===== src/rtl/vga_pkg.sv =====
// vga_pkg: 640x480@60 timing defaults, image window geometry and shared types
// for the VGA scanout path.
package vga_pkg;

  // 640x480@60 timing, 25 MHz pixel clock
  localparam int H_ACTIVE = 640;
  localparam int H_FP     = 16;
  localparam int H_SYNC   = 96;
  localparam int H_BP     = 48;
  localparam int H_TOTAL  = H_ACTIVE + H_FP + H_SYNC + H_BP;  // 800
  localparam int V_ACTIVE = 480;
  localparam int V_FP     = 10;
  localparam int V_SYNC   = 2;
  localparam int V_BP     = 33;
  localparam int V_TOTAL  = V_ACTIVE + V_FP + V_SYNC + V_BP;  // 525

  // Centred 256x256 image window
  localparam int IMG_W  = 256;
  localparam int IMG_H  = 256;
  localparam int IMG_X0 = 192;
  localparam int IMG_Y0 = 112;

  localparam logic [11:0] BG_RGB = 12'h000;

  typedef struct packed {
    logic [3:0] r;
    logic [3:0] g;
    logic [3:0] b;
  } rgb12_t;

  typedef logic [15:0] fb_addr_t;

  // Inclusive range test on counter values widened to int
  function automatic logic in_rng(input int v, input int lo, input int hi);
    return (v >= lo) && (v <= hi);
  endfunction

endpackage


===== src/rtl/vga_timing.sv =====
// vga_timing: free-running h/v counters plus the stage-0 decodes
// (active video, raw sync pulses, frame boundary pulse).
module vga_timing #(
  parameter int H_ACTIVE = vga_pkg::H_ACTIVE,
  parameter int H_FP     = vga_pkg::H_FP,
  parameter int H_SYNC   = vga_pkg::H_SYNC,
  parameter int H_BP     = vga_pkg::H_BP,
  parameter int V_ACTIVE = vga_pkg::V_ACTIVE,
  parameter int V_FP     = vga_pkg::V_FP,
  parameter int V_SYNC   = vga_pkg::V_SYNC,
  parameter int V_BP     = vga_pkg::V_BP
) (
  input  logic       clk,
  input  logic       rst,
  output logic [9:0] h_cnt,
  output logic [9:0] v_cnt,
  output logic       active,
  output logic       hs_raw,
  output logic       vs_raw,
  output logic       frame_start
);

  localparam int HT     = H_ACTIVE + H_FP + H_SYNC + H_BP;
  localparam int VT     = V_ACTIVE + V_FP + V_SYNC + V_BP;
  localparam int HS_BEG = H_ACTIVE + H_FP;
  localparam int HS_END = HS_BEG + H_SYNC - 1;
  localparam int VS_BEG = V_ACTIVE + V_FP;
  localparam int VS_END = VS_BEG + V_SYNC - 1;

  // Pixel/line counters; v advances on every h wrap
  always_ff @(posedge clk or negedge rst) begin
    if (!rst) begin
      h_cnt <= '0;
      v_cnt <= '0;
    end else if (int'(h_cnt) == HT - 1) begin
      h_cnt <= '0;
      if (int'(v_cnt) == VT - 1) v_cnt <= '0;
      else                       v_cnt <= v_cnt + 10'd1;
    end else begin
      h_cnt <= h_cnt + 10'd1;
    end
  end

  assign active = (int'(h_cnt) < H_ACTIVE) && (int'(v_cnt) < V_ACTIVE);
  assign hs_raw = (int'(h_cnt) >= HS_BEG) && (int'(h_cnt) <= HS_END);
  assign vs_raw = (int'(v_cnt) >= VS_BEG) && (int'(v_cnt) <= VS_END);

  // Undelayed: gives the upstream stage the whole vertical blank to swap buffers
  assign frame_start = (h_cnt == '0) && (int'(v_cnt) == V_ACTIVE);

endmodule


===== src/rtl/vga_scanout.sv =====
// vga_scanout: VGA timing plus a two-stage fetch/colour pipeline that shows a
// 256x256 framebuffer window centred in 640x480. Syncs are delayed to line up
// with RGB. Optional macro VGA_SCANOUT_BORDER_EN draws a white 1-pixel ring
// just outside the window.
module vga_scanout #(
  parameter int          H_ACTIVE = vga_pkg::H_ACTIVE,
  parameter int          H_FP     = vga_pkg::H_FP,
  parameter int          H_SYNC   = vga_pkg::H_SYNC,
  parameter int          H_BP     = vga_pkg::H_BP,
  parameter int          V_ACTIVE = vga_pkg::V_ACTIVE,
  parameter int          V_FP     = vga_pkg::V_FP,
  parameter int          V_SYNC   = vga_pkg::V_SYNC,
  parameter int          V_BP     = vga_pkg::V_BP,
  parameter int          IMG_X0   = vga_pkg::IMG_X0,
  parameter int          IMG_Y0   = vga_pkg::IMG_Y0,
  parameter logic [11:0] BG_RGB   = vga_pkg::BG_RGB
) (
  input  logic        clk,
  input  logic        rst,
  output logic        fb_rd_en,
  output logic [15:0] fb_addr,
  input  logic [15:0] fb_r,
  input  logic [15:0] fb_g,
  input  logic [15:0] fb_b,
  output logic [3:0]  vga_r,
  output logic [3:0]  vga_g,
  output logic [3:0]  vga_b,
  output logic        vga_hs,
  output logic        vga_vs,
  output logic        frame_start
);
  import vga_pkg::*;

  logic [9:0] h_cnt, v_cnt;
  logic       active, hs_raw, vs_raw;
  logic       in_win, ring;
  logic [7:0] x_off, y_off;
  logic       act1, ring1, hs1, vs1;
  rgb12_t     pix_nxt;
  logic       fb_unused;

  vga_timing #(
    .H_ACTIVE(H_ACTIVE), .H_FP(H_FP), .H_SYNC(H_SYNC), .H_BP(H_BP),
    .V_ACTIVE(V_ACTIVE), .V_FP(V_FP), .V_SYNC(V_SYNC), .V_BP(V_BP)
  ) u_timing (
    .clk        (clk),
    .rst        (rst),
    .h_cnt      (h_cnt),
    .v_cnt      (v_cnt),
    .active     (active),
    .hs_raw     (hs_raw),
    .vs_raw     (vs_raw),
    .frame_start(frame_start)
  );

  // Stage 0: window decode and 8-bit window-relative coordinates
  assign in_win = in_rng(int'(h_cnt), IMG_X0, IMG_X0 + IMG_W - 1) &&
                  in_rng(int'(v_cnt), IMG_Y0, IMG_Y0 + IMG_H - 1);
  assign x_off  = h_cnt[7:0] - 8'(IMG_X0);
  assign y_off  = v_cnt[7:0] - 8'(IMG_Y0);

`ifdef VGA_SCANOUT_BORDER_EN
  logic on_col, on_row;
  assign on_col = ((int'(h_cnt) == IMG_X0 - 1) || (int'(h_cnt) == IMG_X0 + IMG_W)) &&
                  in_rng(int'(v_cnt), IMG_Y0 - 1, IMG_Y0 + IMG_H);
  assign on_row = ((int'(v_cnt) == IMG_Y0 - 1) || (int'(v_cnt) == IMG_Y0 + IMG_H)) &&
                  in_rng(int'(h_cnt), IMG_X0 - 1, IMG_X0 + IMG_W);
  assign ring   = on_col || on_row;
`else
  assign ring   = 1'b0;
`endif

  // Stage 1: issue the read; address holds outside the window
  always_ff @(posedge clk or negedge rst) begin
    if (!rst) begin
      fb_rd_en <= 1'b0;
      fb_addr  <= '0;
      act1     <= 1'b0;
      ring1    <= 1'b0;
      hs1      <= 1'b0;
      vs1      <= 1'b0;
    end else begin
      fb_rd_en <= in_win;
      act1     <= active;
      ring1    <= ring;
      hs1      <= hs_raw;
      vs1      <= vs_raw;
      if (in_win) fb_addr <= fb_addr_t'({y_off, x_off});
    end
  end

  // Colour select: fetched pixel, then ring, then background, blanking is black.
  // fb_rd_en doubles as the delayed in_win, so fb data is ignored when it is low.
  always_comb begin
    pix_nxt = '0;
    if (fb_rd_en)           pix_nxt = '{r: fb_r[15:12], g: fb_g[15:12], b: fb_b[15:12]};
    else if (act1 && ring1) pix_nxt = '{r: 4'hF, g: 4'hF, b: 4'hF};
    else if (act1)          pix_nxt = rgb12_t'(BG_RGB);
  end

  // Stage 2: pin registers; syncs ride along so they land with the RGB
  always_ff @(posedge clk or negedge rst) begin
    if (!rst) begin
      vga_r  <= '0;
      vga_g  <= '0;
      vga_b  <= '0;
      vga_hs <= 1'b1;
      vga_vs <= 1'b1;
    end else begin
      vga_r  <= pix_nxt.r;
      vga_g  <= pix_nxt.g;
      vga_b  <= pix_nxt.b;
      vga_hs <= ~hs1;
      vga_vs <= ~vs1;
    end
  end

  // Only the top nibble of each fb word is displayed
  assign fb_unused = ^{fb_r[11:0], fb_g[11:0], fb_b[11:0]};

endmodule


===== config.mk =====
export PLATFORM = sky130hd
export DESIGN_NAME = vga_scanout
export DESIGN_NICKNAME = d
export VERILOG_FILES = /design/src/rtl/vga_pkg.sv /design/src/rtl/vga_timing.sv /design/src/rtl/vga_scanout.sv
export SDC_FILE = /design/constraint.sdc
export NUM_CORES = 1
export LEC_CHECK = 0
export BUFFER_PORTS_ARGS = -buffer_cell sky130_fd_sc_hd__buf_2
export CORE_ASPECT_RATIO = 0.9
export CORE_UTILIZATION = 38
export DETAILED_ROUTE_END_ITERATION = 8
export GPL_ROUTABILITY_DRIVEN = 0
export HOLD_SLACK_MARGIN = 0.03
export MAX_ROUTING_LAYER = met4
export SYNTH_ARGS = -nofsm -noshare
export SYNTH_HDL_FRONTEND = slang
export SYNTH_HIERARCHICAL = 1
export SYNTH_SLANG_ARGS = --single-unit
export TNS_END_PERCENT = 20

===== constraint.sdc =====
create_clock -name clk -period 2.91 [get_ports clk]
set_clock_uncertainty 0.2 [all_clocks]
set_input_delay 0.291 -clock clk [delete_from_list [all_inputs] [get_ports clk]]
set_output_delay 0.291 -clock clk [all_outputs]
set_load 0.01 [all_outputs]

; Yosys cells after proc, flatten, opt, wreduce, memory -nomap -nowiden
; Index checks and enable logic that the tools add are counted.
[word_totals]
latch_bits = 0
word_cells = 38
regBits = 53
input_bits = 50
n_memories = 0
mem_bits_ro = 0
out_inout_bits = 32
ram_bits = 0
[classes]
n_div = 0
reduce_logical = 7
n_addsub = 4
n_mux = 3
eq_ne = 3
n_mul = 0
n_bitwise = 2
n_shift = 0
n_lt_le_gt_ge = 8
[op_table]
columns = operator, count
row1 = $le 10x9->1 const B, 3
row2 = $add 10x1->10 const B, 2
row3 = $eq 10x10->1 const B, 2
row4 = $mux 10, 2
row5 = $mux 12, 1
row6 = $eq 10x9->1 const B, 1
row7 = $ge 10x10->1 const B, 1
row8 = $ge 10x7->1 const B, 1
row9 = $ge 10x8->1 const B, 1
row10 = $ge 10x9->1 const B, 1
row11 = $le 10x10->1 const B, 1
row12 = $logic_not 10->1, 1
row13 = $sub 8x7->8 const B, 1
row14 = $sub 8x8->8 const B, 1
row15 = $logic_and 1x1->1, 6
row16 = $not 1->1, 2

; Longest topological paths before layout
[depth]
word_depth = 3
depth_mapped = 7
depth_no_buf = 6

; Cells and area by module
; Netlist, hierarchy kept.
[modules_own_cells]
columns = module, seq_area_each_um2, area_per_inst_um2, instances, cells_each
row1 = vga_scanout, 828.3, 1310.0, 1, 89
row2 = vga_timing, 500.5, 1117.3, 1, 109

; Least setup slack after synthesis
; Ideal clock, no wire load.
[synth_timing]
kind = register to register
from = register u_timing.v_cnt[5]
to = register fb_addr[0]
path_stages_with_launch = 7
setup_time_ps = 125
required_time_ps = 2585
slack_ps = 858
arrival_time_ps = 1727
cell_sequence = dfrtp_1 -> ha_1 -> a211oi_1 -> nor4_2 -> nand4_4 -> buf_6 -> mux2_4
[synth_via]
elab_chain_cells = 3
[synth_lines]
columns = item, line
row1 = "start, declared", vga_timing.sv:16  ; output logic [9:0] v_cnt,
row2 = "start signal, assigned", vga_timing.sv:38  ; else v_cnt <= v_cnt + 10'd1;
row3 = $ge 10x7->1 or $le 10x9->1 (tied branches), vga_pkg.sv:35  ; return (v >= lo) && (v <= hi);
row4 = $logic_and 1x1->1 *, vga_pkg.sv:35
row5 = $logic_and 1x1->1 *, vga_scanout.sv:57  ; assign in_win = in_rng(int'(h_cnt), IMG_X0, IMG_X0 + IMG_W - 1) &&
row6 = "end signal, assigned", vga_scanout.sv:88  ; if (in_win) fb_addr <= fb_addr_t'({y_off, x_off});
row7 = "end, declared", vga_scanout.sv:21  ; output logic [15:0] fb_addr,
; Every way passes the cells marked *; elsewhere a longest branch is shown, timed or not.
; A chain may end at the register's enable or synchronous reset.

; Final worst setup path
[layout_timing]
from = register u_timing.v_cnt[5]
to = register fb_addr[4]
; Same word-level chain as after synthesis.

==> results <==
- The area of the die is 0.00668 sq mm.
- Of the total power, the clock network draws 0.399.
- The number of iterations in the first detailed-routing pass is 4.
- The net count after synthesis is 254.
- Measured against its own limit, the worst slew margin works out to 0.705.
- The detail-routed via count per cell is 4.86.
- The worst setup path is captured at a register.
- After detailed placement, the total cell area comes to 0.00271 sq mm.
- In this run the critical register-to-register path is launched from u_timing/v_cnt[5]$_DFFE_PN0N_.
- The slew at the pin closest to its max-slew limit is 443 ps.
- After clock tree synthesis, the clock-pin slew on the worst setup and hold paths is 90 ps.
- The number of antenna violations at the first check in global routing was 0.
- The leakage power figure is 1.54 nW.
- The number of sinks on the clock net is 53.
- The detailed-route wire length is 4.81 mm.
- The relative area change from synthesis to final layout is 22.3%.
- Power spread over the standard cell area amounts to 435 mW/mm^2.
- For this run the aggregate overflow at the end of global routing stands at 0.
- The final number of hold-violating endpoints was 0.
- The endpoint arrival time on the critical path is 2330 ps.
- The first global-routing pass estimated 7.92 mm of wire.
- The fraction of layout instances using a drive strength above 1 is 0.314.
- The global router's overall resource usage is 0.156.
- The run finished with clean final reports.
- The classification of the worst-slack hold path is reg -> reg.
- Setup repair after global routing left no endpoint under its margin.
- The cell total after placement is 324.
- The count of final max-slew check failures is 0.
- The proportion of total power due to net switching is 0.195.
- The clock tree from TritonCTS is yes.
- The die is 77.6 um tall.
- The final worst-path cycle share is 0.806.
- The startpoint type of the worst setup path is a register.
- For this run, design rule violations remaining after detail routing come to 0.
- The remaining number of nets flagged by the antenna check after routing is 0.
- The most critical setup path has its startpoint at u_timing/v_cnt[5]$_DFFE_PN0N_.
- At the end of the flow, the number of nets in the layout was 315.
- The net switching power is 0.250 mW.
- The largest fanout of any net on the critical path is 17.
- After clock tree synthesis, the setup repair step added 0 buffers.
- Max-cap violations in this run came to 0.
- The count of hold buffers inserted by post-cts repair is 13.
- Derived from the worst setup path, the maximum achievable clock frequency is 426 MHz.
- The H-tree was split into 2 levels.
- The per-cell routed wire length is 14.0 um.
- The warning count from the yosys run is 6.
- The critical path start-end classification is reg -> reg.
- The number of antenna cells inserted is 0.
- Cell internal power was estimated by the tool at 1.03 mW.
- The clock latency at the later pin of the worst-skew pair is 300 ps.
- In the final timing run, aggregate negative setup slack is 0 ps.
- The area of the mapped netlist is 0.00241 sq mm.
- The wire-length estimate of the detail-placed layout is 3.21 mm.
- The count of non-filler cells in the finished layout is 345.
- The initial utilization of the core area, before any placement, comes to 0.395.
- Synthesis produced 196 cells.
- The number of placement rows is 27.
- With fillers left out, the area of the finished cells amounts to 0.00295 sq mm.
- The combinational share of power is 0.028.
- The worst endpoint required time is 2900 ps.
- The mean cell area of the mapped netlist is 12.3 sq um.
- The I/O pin total is 82.
- The setup-violating endpoint count in the final report is 0.
- The via count of the first global-routing pass is 1609.
- The library cell used as clock root buffer is sky130_fd_sc_hd__clkbuf_8.
- The routed via count is 1677.
- The total CTS buffers is 5.
- The maximum number of pins on one net before global-route repair is 36.
- The number of buffers inserted by port buffering is 45.
- The largest buffer count on any clock path is 2.
- The overall die width is 86.0 um.
- The source of the worst hold timing path is hs1$_DFF_PN0_.
- The core area is 0.00611 sq mm.
- The peak ir drop on the vdd network is 0.215 mV.
- Once the clock tree was built, the resizer swapped 0 gates to a different size.
- For the finished layout, the period the worst path requires is 2350 ps.
- The portion of total power attributed to sequential cells is 0.573.
- The number of design-rule violations left by the first detailed-router iteration is 68.
==> power by group through the flow <==
stage               clock, mW  sequential, mW  combinational, mW
detailed placement          0           0.750             0.0240
CTS                     0.528           0.736             0.0373
floorplan                   0           0.751          0.0000111
finish                  0.513           0.736             0.0363
global placement            0           0.750             0.0233
global route            0.550           0.736             0.0415
==> worst max-delay path: stages (launching register included) <==
cell                       delay [ps]
sky130_fd_sc_hd__dfrtp_1          520
sky130_fd_sc_hd__ha_1             260
sky130_fd_sc_hd__a211oi_1         100
sky130_fd_sc_hd__nor4_2           340
sky130_fd_sc_hd__nand4_4          380
sky130_fd_sc_hd__mux2_4           420
==> sequential cells by signal (all words and copies together) (netlist names) <==
| register | flops |
|---|---|
| u_timing/v_cnt | 10 |
| hs1 | 1 |
| vga_b | 4 |
| fb_rd_en | 1 |
| vs1 | 1 |
| vga_hs | 1 |
| u_timing/h_cnt | 10 |
| vga_vs | 1 |
| fb_addr | 16 |
| vga_r | 4 |
| vga_g | 4 |
==> final timing paths <==
kind                       slack (ps)                      to  cells after the start
max                               560  fb_addr[4]$_DFFE_PN0P_                      5
max reg2reg                       560  fb_addr[4]$_DFFE_PN0P_                      5
min                               150        vga_hs$_DFF_PN1_                      1
max in group asynchronous        1450      vga_r[2]$_DFF_PN0_                      3
min in group asynchronous         260  fb_addr[3]$_DFFE_PN0P_                      2
min reg2reg                       150        vga_hs$_DFF_PN1_                      1
==> per-layer routing <==
metal,GRT usage,share of wire,up-vias,wire [um]
met5,-,0,-,0
met4,0.0450,0.0056,0,27
met3,0.0330,0.039,2,190
met2,0.240,0.48,40,2290
met1,0.208,0.48,830,2310
li1,-,-,805,-
==> layout make-up <==
type / instances / area [sq um]
fillers: 566 / 3160
repair buffers: 59 / 363
clock buffers: 7 / 86.3
well taps: 87 / 109
flip-flops and latches: 53 / 1330
clock inverters: 1 / 30.0
multi-input cells: 125 / 988
inverters: 13 / 48.8
==> cells in the final DEF, fill, tap and decap left out, types with 8 or more instances in the layout <==
master and count:
sky130_fd_sc_hd__dfrtp_1 51, sky130_fd_sc_hd__buf_2 45, sky130_fd_sc_hd__ha_1 8, sky130_fd_sc_hd__nand3_1 11, sky130_fd_sc_hd__dlygate4sd3_1 13, sky130_fd_sc_hd__and2_1 13
sky130_fd_sc_hd__nand2_1 10, sky130_fd_sc_hd__inv_1 13
==> through the flow <==
stage	worst slack, ps	total power, mW	hold WS [ps]	util
after detailed placement	562	0.774	63.4	0.443
after global routing	448	1.33	163	0.483
after global placement	573	0.774	58.8	0.443
final	565	1.28	154	0.483
after CTS	513	1.30	155	0.483
after floorplan	858	0.751	-205	-
(Power assumes the default switching activity.)
